===== src/rtl/rv32ima_pkg.sv =====
`default_nettype none
// +------------------------------------------------------------------+
// | rv32ima_pkg : shared types for the rv32ima memory-port arbiter   |
// | Revision    : 1.0                                                |
// +------------------------------------------------------------------+
package rv32ima_pkg;

  typedef logic [31:0] word_t;

  typedef enum logic [1:0] {
    NONE   = 2'd0,
    IFETCH = 2'd1,
    DATA   = 2'd2
  } arb_owner_t;

  typedef enum logic [2:0] {
    IDLE   = 3'd0,
    BUSY_I = 3'd1,
    BUSY_D = 3'd2,
    RESP   = 3'd3,
    LOCKED = 3'd4
  } arb_state_t;

  typedef struct packed {
    logic       wen;
    logic [3:0] strb;
    word_t      addr;
    word_t      wdata;
  } mem_cmd_t;

  localparam logic [3:0] c_strb_full = 4'hF;

endpackage
`default_nettype wire


===== src/rtl/mem_arb_prio.sv =====
`default_nettype none
// +------------------------------------------------------------------+
// | mem_arb_prio : winner select and ifetch starvation streak        |
// | Revision     : 1.0                                               |
// +------------------------------------------------------------------+
module mem_arb_prio #(
  parameter int STARVE_LIMIT = 4,
  parameter int STREAK_W     = 3
) (
  input  logic clk,
  input  logic nrst,
  input  logic i_req,
  input  logic d_req,
  input  logic arb_en,
  input  logic locked,
  output logic grant_i,
  output logic grant_d
);

  localparam logic [STREAK_W-1:0] c_limit = STREAK_W'(STARVE_LIMIT);

  logic [STREAK_W-1:0] r_streak;
  logic                w_starved;

  // Data normally wins; a saturated streak hands one arbitration to ifetch
  // unless the port is locked for an AMO sequence.
  assign w_starved = i_req && (r_streak == c_limit);
  assign grant_d   = arb_en && d_req && (locked || !w_starved);
  assign grant_i   = arb_en && !locked && i_req && !grant_d;

  always_ff @(posedge clk or negedge nrst) begin
    if (!nrst) begin
      r_streak <= '0;
    end else if (grant_i) begin
      r_streak <= '0;
    end else if (grant_d && i_req && (r_streak != c_limit)) begin
      r_streak <= r_streak + STREAK_W'(1);
    end
  end

endmodule
`default_nettype wire


===== src/rtl/mem_port_arbiter.sv =====
`default_nettype none
// +------------------------------------------------------------------+
// | mem_port_arbiter : shares one memory port between ifetch and     |
// |                    data requesters, with AMO lock support        |
// | Revision         : 1.0                                           |
// +------------------------------------------------------------------+
module mem_port_arbiter
  import rv32ima_pkg::*;
#(
  parameter int STARVE_LIMIT = 4,
  parameter int STREAK_W     = 3
) (
  input  logic       clk,
  input  logic       nrst,
  input  logic       i_req,
  input  word_t      i_addr,
  output word_t      i_rdata,
  output logic       i_ready,
  input  logic       d_req,
  input  logic       d_wen,
  input  logic [3:0] d_strb,
  input  word_t      d_addr,
  input  word_t      d_wdata,
  input  logic       d_lock,
  output word_t      d_rdata,
  output logic       d_ready,
  output logic       m_req,
  output logic       m_wen,
  output logic [3:0] m_strb,
  output word_t      m_addr,
  output word_t      m_wdata,
  input  word_t      m_rdata,
  input  logic       m_ready,
  output arb_owner_t owner
);

  arb_state_t r_state;
  mem_cmd_t   r_cmd;
  arb_owner_t r_owner;
  logic       r_m_req;
  logic       r_i_ready;
  logic       r_d_ready;
  logic       r_lock;
  word_t      r_i_rdata;
  word_t      r_d_rdata;

  logic w_locked;
  logic w_arb_en;
  logic w_grant_i;
  logic w_grant_d;

  // The first LOCKED cycle carries the ready pulse, so the still-high d_req
  // of the finished access must not be taken as a new request.
  assign w_locked = (r_state == LOCKED);
  assign w_arb_en = (r_state == IDLE) || (w_locked && !r_d_ready);

  mem_arb_prio #(
    .STARVE_LIMIT(STARVE_LIMIT),
    .STREAK_W    (STREAK_W)
  ) u_prio (
    .clk    (clk),
    .nrst   (nrst),
    .i_req  (i_req),
    .d_req  (d_req),
    .arb_en (w_arb_en),
    .locked (w_locked),
    .grant_i(w_grant_i),
    .grant_d(w_grant_d)
  );

  always_ff @(posedge clk or negedge nrst) begin
    if (!nrst) begin
      r_state   <= IDLE;
      r_cmd     <= '0;
      r_owner   <= NONE;
      r_m_req   <= 1'b0;
      r_i_ready <= 1'b0;
      r_d_ready <= 1'b0;
      r_lock    <= 1'b0;
      r_i_rdata <= '0;
      r_d_rdata <= '0;
    end else begin
      r_i_ready <= 1'b0;
      r_d_ready <= 1'b0;
      unique case (r_state)
        IDLE, LOCKED: begin
          if (w_grant_d) begin
            r_cmd   <= '{wen: d_wen, strb: d_strb, addr: d_addr, wdata: d_wdata};
            r_lock  <= d_lock;
            r_m_req <= 1'b1;
            r_owner <= DATA;
            r_state <= BUSY_D;
          end else if (w_grant_i) begin
            r_cmd   <= '{wen: 1'b0, strb: c_strb_full, addr: i_addr, wdata: '0};
            r_m_req <= 1'b1;
            r_owner <= IFETCH;
            r_state <= BUSY_I;
          end
        end
        BUSY_I: begin
          if (m_ready) begin
            r_i_rdata <= m_rdata;
            r_i_ready <= 1'b1;
            r_m_req   <= 1'b0;
            r_owner   <= NONE;
            r_state   <= RESP;
          end
        end
        BUSY_D: begin
          if (m_ready) begin
            r_d_rdata <= m_rdata;
            r_d_ready <= 1'b1;
            r_m_req   <= 1'b0;
            r_owner   <= r_lock ? DATA : NONE;
            r_state   <= r_lock ? LOCKED : RESP;
          end
        end
        RESP: begin
          r_state <= IDLE;
        end
        default: begin
          r_state <= IDLE;
          r_owner <= NONE;
        end
      endcase
    end
  end

  assign m_req   = r_m_req;
  assign m_wen   = r_cmd.wen;
  assign m_strb  = r_cmd.strb;
  assign m_addr  = r_cmd.addr;
  assign m_wdata = r_cmd.wdata;
  assign i_rdata = r_i_rdata;
  assign i_ready = r_i_ready;
  assign d_rdata = r_d_rdata;
  assign d_ready = r_d_ready;
  assign owner   = r_owner;

endmodule
`default_nettype wire


===== config.mk =====
export PLATFORM = sky130hd
export DESIGN_NAME = mem_port_arbiter
export DESIGN_NICKNAME = d
export VERILOG_FILES = /design/src/rtl/rv32ima_pkg.sv /design/src/rtl/mem_arb_prio.sv /design/src/rtl/mem_port_arbiter.sv
export SDC_FILE = /design/constraint.sdc
export NUM_CORES = 1
export LEC_CHECK = 0
export ABC_AREA = 1
export CAP_MARGIN = 15
export CORE_MARGIN = 2
export CORE_UTILIZATION = 41
export DETAILED_ROUTE_END_ITERATION = 10
export PLACE_DENSITY_LB_ADDON = 0.1
export SLEW_MARGIN = 20
export SYNTH_ARGS = -nofsm -noshare
export SYNTH_HDL_FRONTEND = slang
export SYNTH_SLANG_ARGS = --single-unit

===== constraint.sdc =====
create_clock -name clk -period 1.7 [get_ports clk]
set_input_delay 0.17 -clock clk [delete_from_list [all_inputs] [get_ports clk]]
set_output_delay 0.17 -clock clk [all_outputs]
set_load 0.01 [all_outputs]

; ---- Yosys cells after proc, flatten, opt, wreduce, memory -nomap -nowiden
; Cells that the tools add are included.
[word_totals]
register_bits = 145
out_inout_bits = 138
[op_classes]
n_bitwise = 1
muxes = 23
eq_ne = 10
add_sub_neg = 1
reduce_logical = 28
[ops]
columns = op, count
row1 = $mux W69, 2
row2 = $mux W3, 7
row3 = $mux W2, 5
row4 = $logic_and A1 B1 Y1, 9
row5 = $pmux W3 S3, 1
row6 = $pmux W2 S4, 1
row7 = $reduce_and A2 Y1, 4
row8 = $eq A3 B2 Y1 const B, 2
row9 = $eq A3 B3 Y1 const B, 2
row10 = $mux W1, 6
row11 = $reduce_and A3 Y1, 2
row12 = $reduce_bool A2 Y1, 3
row13 = $logic_not A1 Y1, 4
row14 = $ne A2 B2 Y1 const B, 2
row15 = $reduce_and A4 Y1, 1
row16 = $reduce_or A2 Y1, 2
row17 = $add A3 B1 Y3 const B, 1
row18 = $eq A3 B1 Y1 const B, 1
row19 = $logic_not A3 Y1, 1
row20 = $ne A3 B1 Y1 const B, 1
row21 = $ne A3 B3 Y1 const B, 1
row22 = $logic_or A1 B1 Y1, 2
row23 = $ne A2 B1 Y1 const B, 1
row24 = $pmux W1 S2, 1
row25 = $not A1 Y1, 1

; ---- Longest topological paths before layout
; Gate-level depths: netlist of the first run.
[depth]
depth_word = 10
ltp_mapped = 10

; ---- By module
; Synthesis of the first run repeated with hierarchy kept, for this count alone.
[unflattened]
hier_cells = 631
hier_area_um2 = 5954.5
[modules_own_cells]
columns = mod, area_per_inst_um2, cells_per_inst, instances, seq_area_each_um2
row1 = mem_port_arbiter, 5689.2, 593, 1, 3553.4
row2 = mem_arb_prio, 265.3, 38, 1, 75.1

; ---- Worst setup path after synthesis of the first run
; Ideal clock, no wire load.
[synth_timing]
path_kind = register -> register
start = register u_prio.r_streak[0]
end = register r_cmd, in the netlist m_addr[23]
path_slack_ns = 0.274
arrival_ns = 1.357
n_path_buf = 1
stages_incl_launch_ff = 10
path_cell_list = dfrtp_1 inv_1 ha_1 nand2_1 nor2_1 nor2_4 nor2_4 buf_2 nand2_1 nand3_1
[synth_between]
elab_chain_len = 9
elab_cells_between_ends = 10
cone_classes = 1 x eq/ne / 1 x mux / 8 x reduce/logical
[synth_rtl]
columns = element, line
row1 = "start, declared", mem_arb_prio.sv:22  ; logic [STREAK_W-1:0] r_streak;
row2 = "start signal, assigned", mem_arb_prio.sv:37  ; r_streak <= r_streak + STREAK_W'(1);
row3 = $eq A3 B3 Y1 *, mem_arb_prio.sv:27  ; assign w_starved = i_req && (r_streak == c_limit);
row4 = $logic_and A1 B1 Y1 *, mem_arb_prio.sv:27
row5 = $logic_not A1 Y1 *, mem_arb_prio.sv:28  ; assign grant_d = arb_en && d_req && (locked || !w_starved);
row6 = $logic_or A1 B1 Y1 *, mem_arb_prio.sv:28
row7 = $logic_and A1 B1 Y1 *, mem_arb_prio.sv:28
row8 = $logic_not A1 Y1, mem_arb_prio.sv:29  ; assign grant_i = arb_en && !locked && i_req && !grant_d;
row9 = $logic_and A1 B1 Y1, mem_arb_prio.sv:29
row10 = $reduce_bool A2 Y1 (no source line), n/a
row11 = $reduce_and A2 Y1 (no source line), n/a
row12 = "end signal, assigned", mem_port_arbiter.sv:88  ; r_cmd <= '{wen: d_wen, strb: d_strb, addr: d_addr, wdata: d_wdata};
row13 = "end signal, assigned", mem_port_arbiter.sv:94  ; r_cmd <= '{wen: 1'b0, strb: c_strb_full, addr: i_addr, wdata: '0};
row14 = "end, declared", mem_port_arbiter.sv:38  ; mem_cmd_t r_cmd;
; Mark *: on every way between the ends. The rest lies on a longest branch, timed or not.
; A chain may end at the register's enable or synchronous reset.

; ---- Worst setup path after layout of the first run
[layout_timing]
start = register u_prio.r_streak[0]
end = register r_cmd, in the netlist m_wdata[7]
; Same word-level chain as after synthesis.

==> metrics.md, run 1 <==
| Metric | Value |
|---|---|
| Largest net degree at the start of global routing | `70` |
| DR pass1 iterations | `5` |
| Yosys reg bits | `approximately 150` |
| Htree depth | `4` |
| R2R setup slack | `around 0.099 ns` |
| Cell Area, Synth | `~5800 um^2` |
| CP peak stage delay | `roughly 0.37 ns` |
| Crit path buffers/inverters | `3` |
| Static leakage power | `4.45 nW` |
| Final setup violation count | `0` |
| Initial Utilization | `0.421` |
| CTS Root Cell | `clkbuf_16` |
| Hold Worst Slack | `about 0.14 ns` |
| DRT iter0 DRCs | `approximately 350` |
| Worst Hold Class | `primary input to asynchronous set/reset pin` |
| Clock-pin slew on the worst setup and hold paths | `roughly 0.060 ns` |
| Initial antenna violation count | `0` |
| Final RePlAce weighted congestion | `0.860` |
| Final hold vios | `0` |
| CP arrival | `1.90 ns` |
| Max-cap violations | `0` |
| Later-pin clock latency in the skew report | `just over 0.4 ns` |
| Fmax achieved | `between 600 and 700 MHz` |
| Most frequent cells in the layout | `clkdlybuf4s50_1 (275), nand2_1 (252), dfrtp_1 (145), o21ai_0 (67), nand3_1 (38)` |
| Final Skew | `around 0.0064 ns` |
| CTS tree | `built` |
| Net count, final | `1,046` |
| Slew Viols, Final | `0` |
| Top delay family on crit path | `buffers and inverters` |
| # diodes | `0` |
| CP Data Required Time | `roughly 2.0 ns` |
| I/O Pins | `approximately 280` |
| Post-DRT Antenna Nets | `0` |
| DRC viols | `0` |
| Final Critical Period | `around 1.6 ns` |
| Syn nets | `755` |
| Die Area | `approximately 15,000 um^2` |
| DIE HEIGHT | `between 100 and 150 um` |
| Worst-margin pin slew | `around 0.37 ns` |
| CP Max Fanout | `13` |
| Period utilization | `0.942` |
| Row count | `43` |
| Mean Syn Cell Area | `9.52 um^2` |
| Max clock buf depth | `2` |
| First-pass GRT wire length | `27,500 um` |
| Global route overflow | `0` |
| Critical Path Source Type | `flip-flop` |
| Total GRT Usage | `0.236` |
| Most common cell after layout, fill and taps aside | `clkdlybuf4s50_1` |
| Core area | `about 14,000 um^2` |
| Slew headroom | `0.754` |
| Total CTS buffers | `17` |
| Kind of critical path | `flip-flop to flip-flop` |
| Final worst slack | `~0.1 ns` |
| DP Worst Slack | `roughly 0.016 ns` |
| Ys Warns | `0` |
| I/O Buffers | `roughly 280` |
| Most frequent CP cell | `nor2_4` |
| Cell count after synthesis | `roughly 600` |
| Hpwl dp | `13,100 um` |
| Clock Sinks | `approximately 150` |
| CP max stage cell | `dfrtp_1` |
| Vias in the first global route | `roughly 5,400` |
| Area Growth Syn to Fin | `64.7%` |
| Final wirelength | `around 18,000 um` |
| WL/cell | `16.5 um` |
| Netlist cell types | `23` |
| Via count | `between 5,000 and 6,000` |
| Sequential fraction of the synthesis area | `0.621` |
| Drt via density | `4.95` |
| Share of layout cells above drive strength 1 | `0.0806` |
| CP Capture Type | `flip-flop` |
| CP Cell Sequence | `inv_1 -> ha_1 -> nand2_1 -> nor2_4 -> nor2_4 -> buf_4 -> buf_12 -> a22o_1` |
| Run status | `finished, final reports clean` |
| Peak supply drop | `between 0.0009 and 0.001 V` |
| PwrDens | `1870 nW/um^2` |
| Die extent in x | `about 120 um` |
[synthesized netlist by cell type, drive strengths merged]
master / n / area share
a21oi: 2 / 0.0017
o22ai: 4 / 0.0043
nor2: 12 / 0.012
nand4: 1 / 0.0011
ha: 2 / 0.0043
inv: 16 / 0.010
xor2: 1 / 0.0015
a22o: 33 / 0.049
dfrtp: 145 / 0.62
buf: 23 / 0.029
nand3: 39 / 0.034
nand2: 253 / 0.16
nand3b: 1 / 0.0013
o21ai: 69 / 0.059
clkbuf: 13 / 0.0083
[state kept, by name, indices dropped and copies added, names as in the netlist]
| register | count |
|---|---|
| m_wen | 1 |
| m_addr | 32 |
| i_rdata | 32 |
| r_lock | 1 |
| r_state | 3 |
| i_ready | 1 |
| m_strb | 4 |
| d_ready | 1 |
| m_wdata | 32 |
| u_prio.r_streak | 3 |
| m_req | 1 |
| owner | 2 |
| d_rdata | 32 |
[path summary, 6_finish.rpt]
kind                                    start          end  cells after the start
max in group asynchronous                nrst  i_rdata[14]                      3
max                        u_prio.r_streak[0]   m_wdata[7]                      8
min in group clk                   i_addr[14]   m_addr[14]                      3
max reg2reg                u_prio.r_streak[0]   m_wdata[7]                      8
min                                      nrst  i_rdata[18]                      2
min reg2reg                          owner[0]     owner[0]                      2
[cell families after synthesis]
family | share of synthesized area
simple gates | 0.212
buf+inv | 0.0473
fa+ha+maj | 0.00428
xor+xnor | 0.00150
flops | 0.621
compound gates | 0.114
[layer usage]
metal / part of all wire / GRT usage
met5: 0 / 0
met4: 0.019 / 0.0945
met3: 0.089 / 0.0812
met2: 0.49 / 0.393
met1: 0.40 / 0.282
[per-stage QoR]
step	std cells	TNS (ns)	util	power, W	instance area [um^2]
3_5_place_dp	1062	0	0.642	0.0138	8920
6_report	1098	0	0.694	0.0180	9630
3_3_place_gp	1062	0	0.642	0.0136	8920
4_1_cts	1095	0	0.691	0.0181	9600
5_1_grt	1098	-0.0882	0.694	0.0191	9630
2_1_floorplan	614	0	-	0.00926	5850
[what timing repair did]
item	CTS	global route
endpoints found under the hold margin	145	0
hold buffers	1	0
gates resized for setup	0	5
setup buffers	0	3
endpoints found under the setup margin	0	51
[power breakdown]
group | switching [W] | internal, W | leakage (nW)
sequential | 0.000843 | 0.00498 | 1.82
combinational | 0.00383 | 0.00413 | 2.30
clock | 0.00138 | 0.00282 | 0.327
[cell type report]
| class | instances | area (um^2) |
|---|---|---|
| Fill cell | 1072 | 4250 |
| Sequential cell | 145 | 3630 |
| Timing Repair Buffer | 308 | 3100 |
| Multi-Input combinational cell | 417 | 1950 |
| Clock buffer | 21 | 460 |
| Tap cell | 180 | 225 |
| Clock inverter | 11 | 208 |
| Inverter | 16 | 60.1 |
(Power assumes the default switching activity.)
==> inputs of run 2 (changes only) <==
Settings changed: CORE_ASPECT_RATIO set to 2, HOLD_SLACK_MARGIN set to 0.05.
==> run 2 against run 1 <==
Effect of this change: clock power shrank 15%; wire length increased by 1.1%; final cell count is 0.27% lower; combinational power is 2.8% lower; largest cell class unchanged; largest power group unchanged; highest routed layer unchanged.
==> metrics.md, run 2 (same netlist as run 1, synthesis figures left out) <==
| Metric | Value |
|---|---|
| Run status | `finished, final reports clean` |
| Global route overflow | `0 (unchanged)` |
| Most common cell after layout, fill and taps aside | `clkdlybuf4s50_1` |
| Die extent in x | `88.4 um (-28%)` |
| CP Capture Type | `flip-flop` |
| CP Data Required Time | `2.00 ns (about the same)` |
| Critical Path Source Type | `flip-flop` |
| First-pass GRT wire length | `28,400 um (+3.1%)` |
| CTS tree | `built` |
| DP Worst Slack | `0.0813 ns (+0.0650 ns)` |
| Worst Hold Class | `primary input to asynchronous set/reset pin` |
| Final hold vios | `0 (unchanged)` |
| CP max stage cell | `dfrtp_1` |
| Static leakage power | `4.34 nW (-2.4%)` |
| Total CTS buffers | `17 (unchanged)` |
| Reg-to-reg startpoint | `u_prio.r_streak[0]` |
| Net count, final | `1,034 (-1.1%)` |
| Multi-input logic area | `1940 um^2 (-0.26%)` |
| Peak supply drop | `0.00101 V (+12%)` |
| I/O Buffers | `276 (unchanged)` |
| Final-layout fill cell count | `1,138 (+6.2%)` |
| DRT iter0 DRCs | `246 (-29%)` |
| Slew Viols, Final | `0 (unchanged)` |
| Final worst slack | `0.0863 ns (-0.0129 ns)` |
| Vias in the first global route | `5,525 (+1.6%)` |
| CP arrival | `1.91 ns (about the same)` |
| Later-pin clock latency in the skew report | `0.42 ns (about the same)` |
| Max clock buf depth | `2 (unchanged)` |
| Kind of critical path | `flip-flop to flip-flop` |
| Final setup violation count | `0 (unchanged)` |
| Area Growth Syn to Fin | `62.0%` |
| DIE HEIGHT | `173 um (+40%)` |
| Clock Sinks | `145 (unchanged)` |
| Share of layout cells above drive strength 1 | `0.0684 (-0.0122)` |
| Worst-margin pin slew | `0.414 ns (+0.0445 ns)` |
| Clock-pin slew on the worst setup and hold paths | `0.06 ns (about the same)` |
| Via count | `5,437 (-0.055%)` |
| CP Cell Sequence | `inv_1 -> ha_1 -> nand2_1 -> nor2_2 -> nor2_4 -> buf_4 -> buf_12 -> a22o_1` |
| Initial antenna violation count | `0 (unchanged)` |
| DR pass1 iterations | `5 (unchanged)` |
| Final Skew | `0.0110 ns (+0.00458 ns)` |
| Die Area | `15,300 um^2 (+0.38%)` |
| Critical R2R Capture | `m_wdata[8]` |
| Final instance area | `9470 um^2 (-1.6%)` |
| CP Launch Point | `u_prio.r_streak[0]` |
| I/O Pins | `277 (unchanged)` |
| CP peak stage delay | `0.38 ns (about the same)` |
| CP Max Fanout | `32 (+19)` |
| Period utilization | `0.949 (+0.00757)` |
| Core area | `13,900 um^2 (about the same)` |
| Final RePlAce weighted congestion | `0.844 (-1.8%)` |
| Most frequent cells in the layout | `clkdlybuf4s50_1 (275), nand2_1 (252), dfrtp_1 (145), o21ai_0 (68), nand3_1 (38)` |
| Max-cap violations | `0 (unchanged)` |
| R2R setup slack | `0.09 ns (about the same)` |
| Total GRT Usage | `0.239 (+0.00266)` |
| Dpl cell area | `8870 um^2 (-0.52%)` |
| Reg area | `3630 um^2 (unchanged)` |
| CTS Root Cell | `clkbuf_16` |
| Post-DRT Antenna Nets | `0 (unchanged)` |
| Htree depth | `4 (unchanged)` |
| Drt via density | `4.97 (+0.22%)` |
| Slew headroom | `0.724 (-0.0297)` |
| WL/cell | `16.8 um (+1.4%)` |
| Fmax achieved | `620 MHz (-0.80%)` |
| # diodes | `0 (unchanged)` |
| Crit path buffers/inverters | `3 (unchanged)` |
| Worst Setup EP | `m_wdata[8]` |
| PwrDens | `1810 nW/um^2 (-3.1%)` |
| Largest net degree at the start of global routing | `56 (-20%)` |
| Worst r2r path cells | `8 (unchanged)` |
| Final wirelength | `18,400 um (+1.1%)` |
| DRC viols | `0 (unchanged)` |
| Top delay family on crit path | `buffers and inverters` |
| Initial Utilization | `0.421 (about the same)` |
| Worst path depth | `8 (unchanged)` |
| Row count | `61 (+42%)` |
| Hpwl dp | `13,300 um (+1.2%)` |
| Final Critical Period | `1.61 ns (+0.0129 ns)` |
-- run 2: metal layers --
metal / track usage / vias to the layer above / share of wire
li1: - / 2569 / -
met1: 0.259 / 2606 / 0.35
met2: 0.424 / 227 / 0.54
met3: 0.0621 / 35 / 0.075
met4: 0.104 / 0 / 0.033
met5: 0 / - / 0
-- run 2: what timing repair did --
action                     in CTS  in global routing
setup buffers                   0                  2
resized for setup               0                  1
setup endpoints to repair       0                 10
hold endpoints to repair       39                  0
hold buffers                    1                  0
-- run 2: where the power goes --
| part | switching, W | total, W | internal [W] | leakage [nW] |
|---|---|---|---|---|
| logic | 0.00374 | 0.00774 | 0.00399 | 2.24 |
| registers | 0.000851 | 0.00583 | 0.00498 | 1.82 |
| clock network | 0.00151 | 0.00359 | 0.00208 | 0.272 |
-- run 2: area by class of cell --
type	instances	area share
Clock inverter	13	0.0137
Timing Repair Buffer	296	0.320
Sequential cell	145	0.383
Inverter	16	0.00634
Clock buffer	19	0.0468
Multi-Input combinational cell	417	0.205
Tap cell	189	0.0250
-- run 2: worst min-delay path by stage --
stage	startpoint	end	slack, ns	depth (start not counted)
after global routing	nrst	m_wdata[27]	0.27	2
after CTS	nrst	m_wdata[10]	0.24	2
after floorplan	nrst	d_rdata[0]	-0.13	0
final	nrst	m_wdata[10]	0.23	2
after detailed placement	nrst	m_wdata[10]	0.11	1
after global placement	nrst	m_wdata[10]	0.12	1
-- run 2: worst reg2reg max path: cells and delay by family (launching register included) --
family	cells	cell delay, ns
buffers and inverters	3	0.40
flip-flops	1	0.38
AND/OR/NAND/NOR	3	0.34
AO/OA/AOI/OAI	1	0.24
adder cells (fa/ha/maj)	1	0.14
-- run 2: through the flow --
step / std cells / power [W] / utilization / hold slack, ns / TNS (ns)
floorplan: 614 / 0.00926 / - / -0.126 / 0
global placement: 1060 / 0.0134 / 0.639 / 0.116 / 0
detailed placement: 1060 / 0.0137 / 0.639 / 0.108 / 0
CTS: 1093 / 0.0173 / 0.681 / 0.235 / 0
global route: 1095 / 0.0182 / 0.682 / 0.270 / -0.0411
finish: 1095 / 0.0172 / 0.682 / 0.232 / 0
==> inputs of run 3 (changes only) <==
Settings changed: ABC_AREA 1 to not set, CELL_PAD_IN_SITES_DETAIL_PLACEMENT set to 1, CELL_PAD_IN_SITES_GLOBAL_PLACEMENT set to 1, CORE_UTILIZATION 41 to 32.
==> run 3 against run 2 <==
Effect of this change: synthesized cell count down 37%; maximum frequency fell by 3.5%; die area grew 27%; final cell count down 15%; largest cell class unchanged; core utilization decreased by 14 points; cell area is 3.9% higher; register-to-register slack got worse by 0.06 ns; combinational power rose by 16%; critical path type unchanged; sequential power up 3%; total power increased by 9.3%; non-clock buffer count rose by 27.
==> metrics.md, run 3 <==
| Metric | Value |
|---|---|
| Met2 Track Usage GR | `0.369 (-0.0551)` |
| Final wirelength | `19,300 um (+5.0%)` |
| Non-Filler Instances | `933 (-15%)` |
| Global routing's busiest layer | `met2` |
| Largest net degree at the start of global routing | `41 (-27%)` |
| Drt via density | `4.95 (-0.32%)` |
| # diodes | `0 (unchanged)` |
| Post-synth EDFFs | `0 (unchanged)` |
| Most frequent cells in the layout | `clkdlybuf4s50_1 (275), dfrtp_1 (144), a22o_1 (65), mux2_2 (63), a21o_1 (35)` |
| DP Worst Slack | `-0.193 ns (-0.274 ns)` |
| Critical Path Source Type | `flip-flop` |
| Final worst slack | `0.0275 ns (-0.0587 ns)` |
| Async SR Flop Fraction | `1.00 (unchanged)` |
| Run status | `finished, final reports clean` |
| Max clock buf depth | `2 (unchanged)` |
| Netlist cell types | `38 (+65%)` |
| Mean Syn Cell Area | `15.1 um^2 (+59%)` |
| Vias in the first global route | `5,345 (-3.3%)` |
| Slew Viols, Final | `0 (unchanged)` |
| DRT iter0 DRCs | `93 (-62%)` |
| GR Layer Usage met1 | `0.213 (-0.0459)` |
| Yosys reg bits | `145 (unchanged)` |
| Cell total after placement | `888 (-16%)` |
| Row count | `70 (+15%)` |
| Post-synth top area cell | `dfrtp_1` |
| WL/cell | `20.7 um (+23%)` |
| Die Area | `19,500 um^2 (+27%)` |
| Synth Flop Type | `dfrtp_1` |
| Slew headroom | `0.708 (-0.0160)` |
| Peak supply drop | `0.000865 V (-14%)` |
| Share of layout cells above drive strength 1 | `0.220 (+0.152)` |
| Most common cell after layout, fill and taps aside | `clkdlybuf4s50_1` |
| Setup TNS | `0 ns (unchanged)` |
| Clock-pin slew on the worst setup and hold paths | `0.06 ns (about the same)` |
| CP Max Fanout | `18 (-44%)` |
| PwrDens | `1910 nW/um^2 (+5.2%)` |
| Total GRT Usage | `0.202 (-0.0366)` |
| Initial Utilization | `0.323 (-0.0977)` |
| CP Data Required Time | `2.01 ns (about the same)` |
| Final Skew | `0.00552 ns (-0.00546 ns)` |
| RSZ-0062 raised after global routing | `true` |
| Worst-margin pin slew | `0.438 ns (+0.0240 ns)` |
| Initial antenna violation count | `0 (unchanged)` |
| DIE HEIGHT | `195 um (+13%)` |
| Worst Hold Class | `primary input to asynchronous set/reset pin` |
| Syn nets | `529 (-30%)` |
| I/O Buffers | `276 (unchanged)` |
| Sequential fraction of the synthesis area | `0.619 (-0.00133)` |
| Htree depth | `4 (unchanged)` |
| Post-DRT Antenna Nets | `0 (unchanged)` |
| Static leakage power | `4.35 nW (+0.34%)` |
| Top-count cell post-synth | `dfrtp_1` |
| CP arrival | `1.99 ns (+0.08 ns)` |
| Area Growth Syn to Fin | `67.9%` |
| Global route overflow | `0 (unchanged)` |
| Fmax achieved | `598 MHz (-3.5%)` |
| Total CTS buffers | `17 (unchanged)` |
| Via count | `4,618 (-15%)` |
| DR pass1 iterations | `4 (-1)` |
| Synth area leaders | `dfrtp_1 (62%), mux2_2 (12%), a22o_1 (9.7%)` |
| Commonest cells in the netlist | `dfrtp_1 (145), a22o_1 (65), mux2_2 (63)` |
| Final core occ | `0.543 (-0.139)` |
| Max-cap violations | `0 (unchanged)` |
| Core area | `18,100 um^2 (+31%)` |
| Ys Warns | `0 (unchanged)` |
| CP Capture Type | `flip-flop` |
| CTS tree | `built` |
| Clock Sinks | `145 (unchanged)` |
| DRC viols | `0 (unchanged)` |
| Final Critical Period | `1.67 ns (+0.0587 ns)` |
| I/O Pins | `277 (unchanged)` |
| Met3 usage | `0.0634 (+0.00130)` |
| Hpwl dp | `14,000 um (+5.7%)` |
| Later-pin clock latency in the skew report | `0.42 ns (about the same)` |
| First-pass GRT wire length | `30,000 um (+5.9%)` |
| Final RePlAce weighted congestion | `0.802 (-5.0%)` |
| Kind of critical path | `flip-flop to flip-flop` |
| Final hold vios | `0 (unchanged)` |
| Final setup violation count | `0 (unchanged)` |
| Die extent in x | `99.7 um (+13%)` |
| Cell count after synthesis | `388 (-37%)` |
| Period utilization | `0.984 (+0.0345)` |
| CTS Root Cell | `clkbuf_16` |
| Top cell type's share of synthesized area | `0.619 (-0.00133)` |
| Net count, final | `845 (-18%)` |
| Cell Area, Synth | `5860 um^2 (+0.21%)` |
## run 3: area by class of cell
type	count	area [um^2]
fillers	1819	8290
flip-flops and latches	145	3630
repair buffers	323	3340
multi-input cells	212	1980
clock buffers	18	439
well taps	216	270
clock inverters	14	158
inverters	5	18.8
## run 3: through the flow
stage / power [W] / area (um^2) / hold slack, ns
2_1_floorplan: 0.00999 / 5860 / -0.126
3_3_place_gp: 0.0145 / 9040 / 0.126
3_5_place_dp: 0.0148 / 9040 / 0.132
4_1_cts: 0.0189 / 9760 / 0.241
5_1_grt: 0.0198 / 9840 / 0.261
6_report: 0.0187 / 9840 / 0.244
## run 3: cells by family after synthesis
logic type	count (synthesis)	synth area share
buffers and inverters	31	0.0459
DFF	145	0.619
muxes	67	0.129
xor gates and xnor gates	2	0.00299
and+or+nand+nor	22	0.0286
adders and majority gates	3	0.00598
AOI/OAI and AO/OA	118	0.168
## run 3: critical path, cell delays in order, from the launching register on
cell	delay, ns
dfrtp_1	0.39
inv_2	0.08
ha_4	0.15
nand4b_1	0.14
and3_4	0.28
buf_12	0.17
a22o_1	0.20
a21o_1	0.15
## run 3: timing repair
action                                  CTS  global route
hold buffers                              1             0
resized for setup                         7             3
endpoints found under the setup margin   38            40
gates cloned                              2             2
setup buffers                             6             4
endpoints found under the hold margin    67             0
pin swaps                                 0             4
## run 3: path summary, 6_finish.rpt
path	slack, ns	cells after the start	startpoint	endpoint
max in group asynchronous	0.88	3	nrst	i_rdata[10]
setup reg to reg	0.03	7	u_prio.r_streak[0]	m_addr[23]
setup / recovery	0.03	7	u_prio.r_streak[0]	m_addr[23]
hold / removal	0.24	2	nrst	m_addr[10]
hold reg to reg	0.49	1	i_rdata[11]	i_rdata[11]
min in group clk	0.33	2	i_addr[29]	m_addr[29]
## run 3: metal layers
layer / part of all wire / wire length [um]
met5: 0 / 0
met3: 0.073 / 1400
met2: 0.56 / 10900
met4: 0.022 / 416
met1: 0.34 / 6600
## run 3: power breakdown
part	switching, W	leakage, nW	internal [W]	total (W)
Combinational	0.00351	2.30	0.00545	0.00897
Clock	0.00155	0.272	0.00222	0.00377
Sequential	0.000946	1.78	0.00507	0.00601
Total	0.00601	4.35	0.0127	0.0187
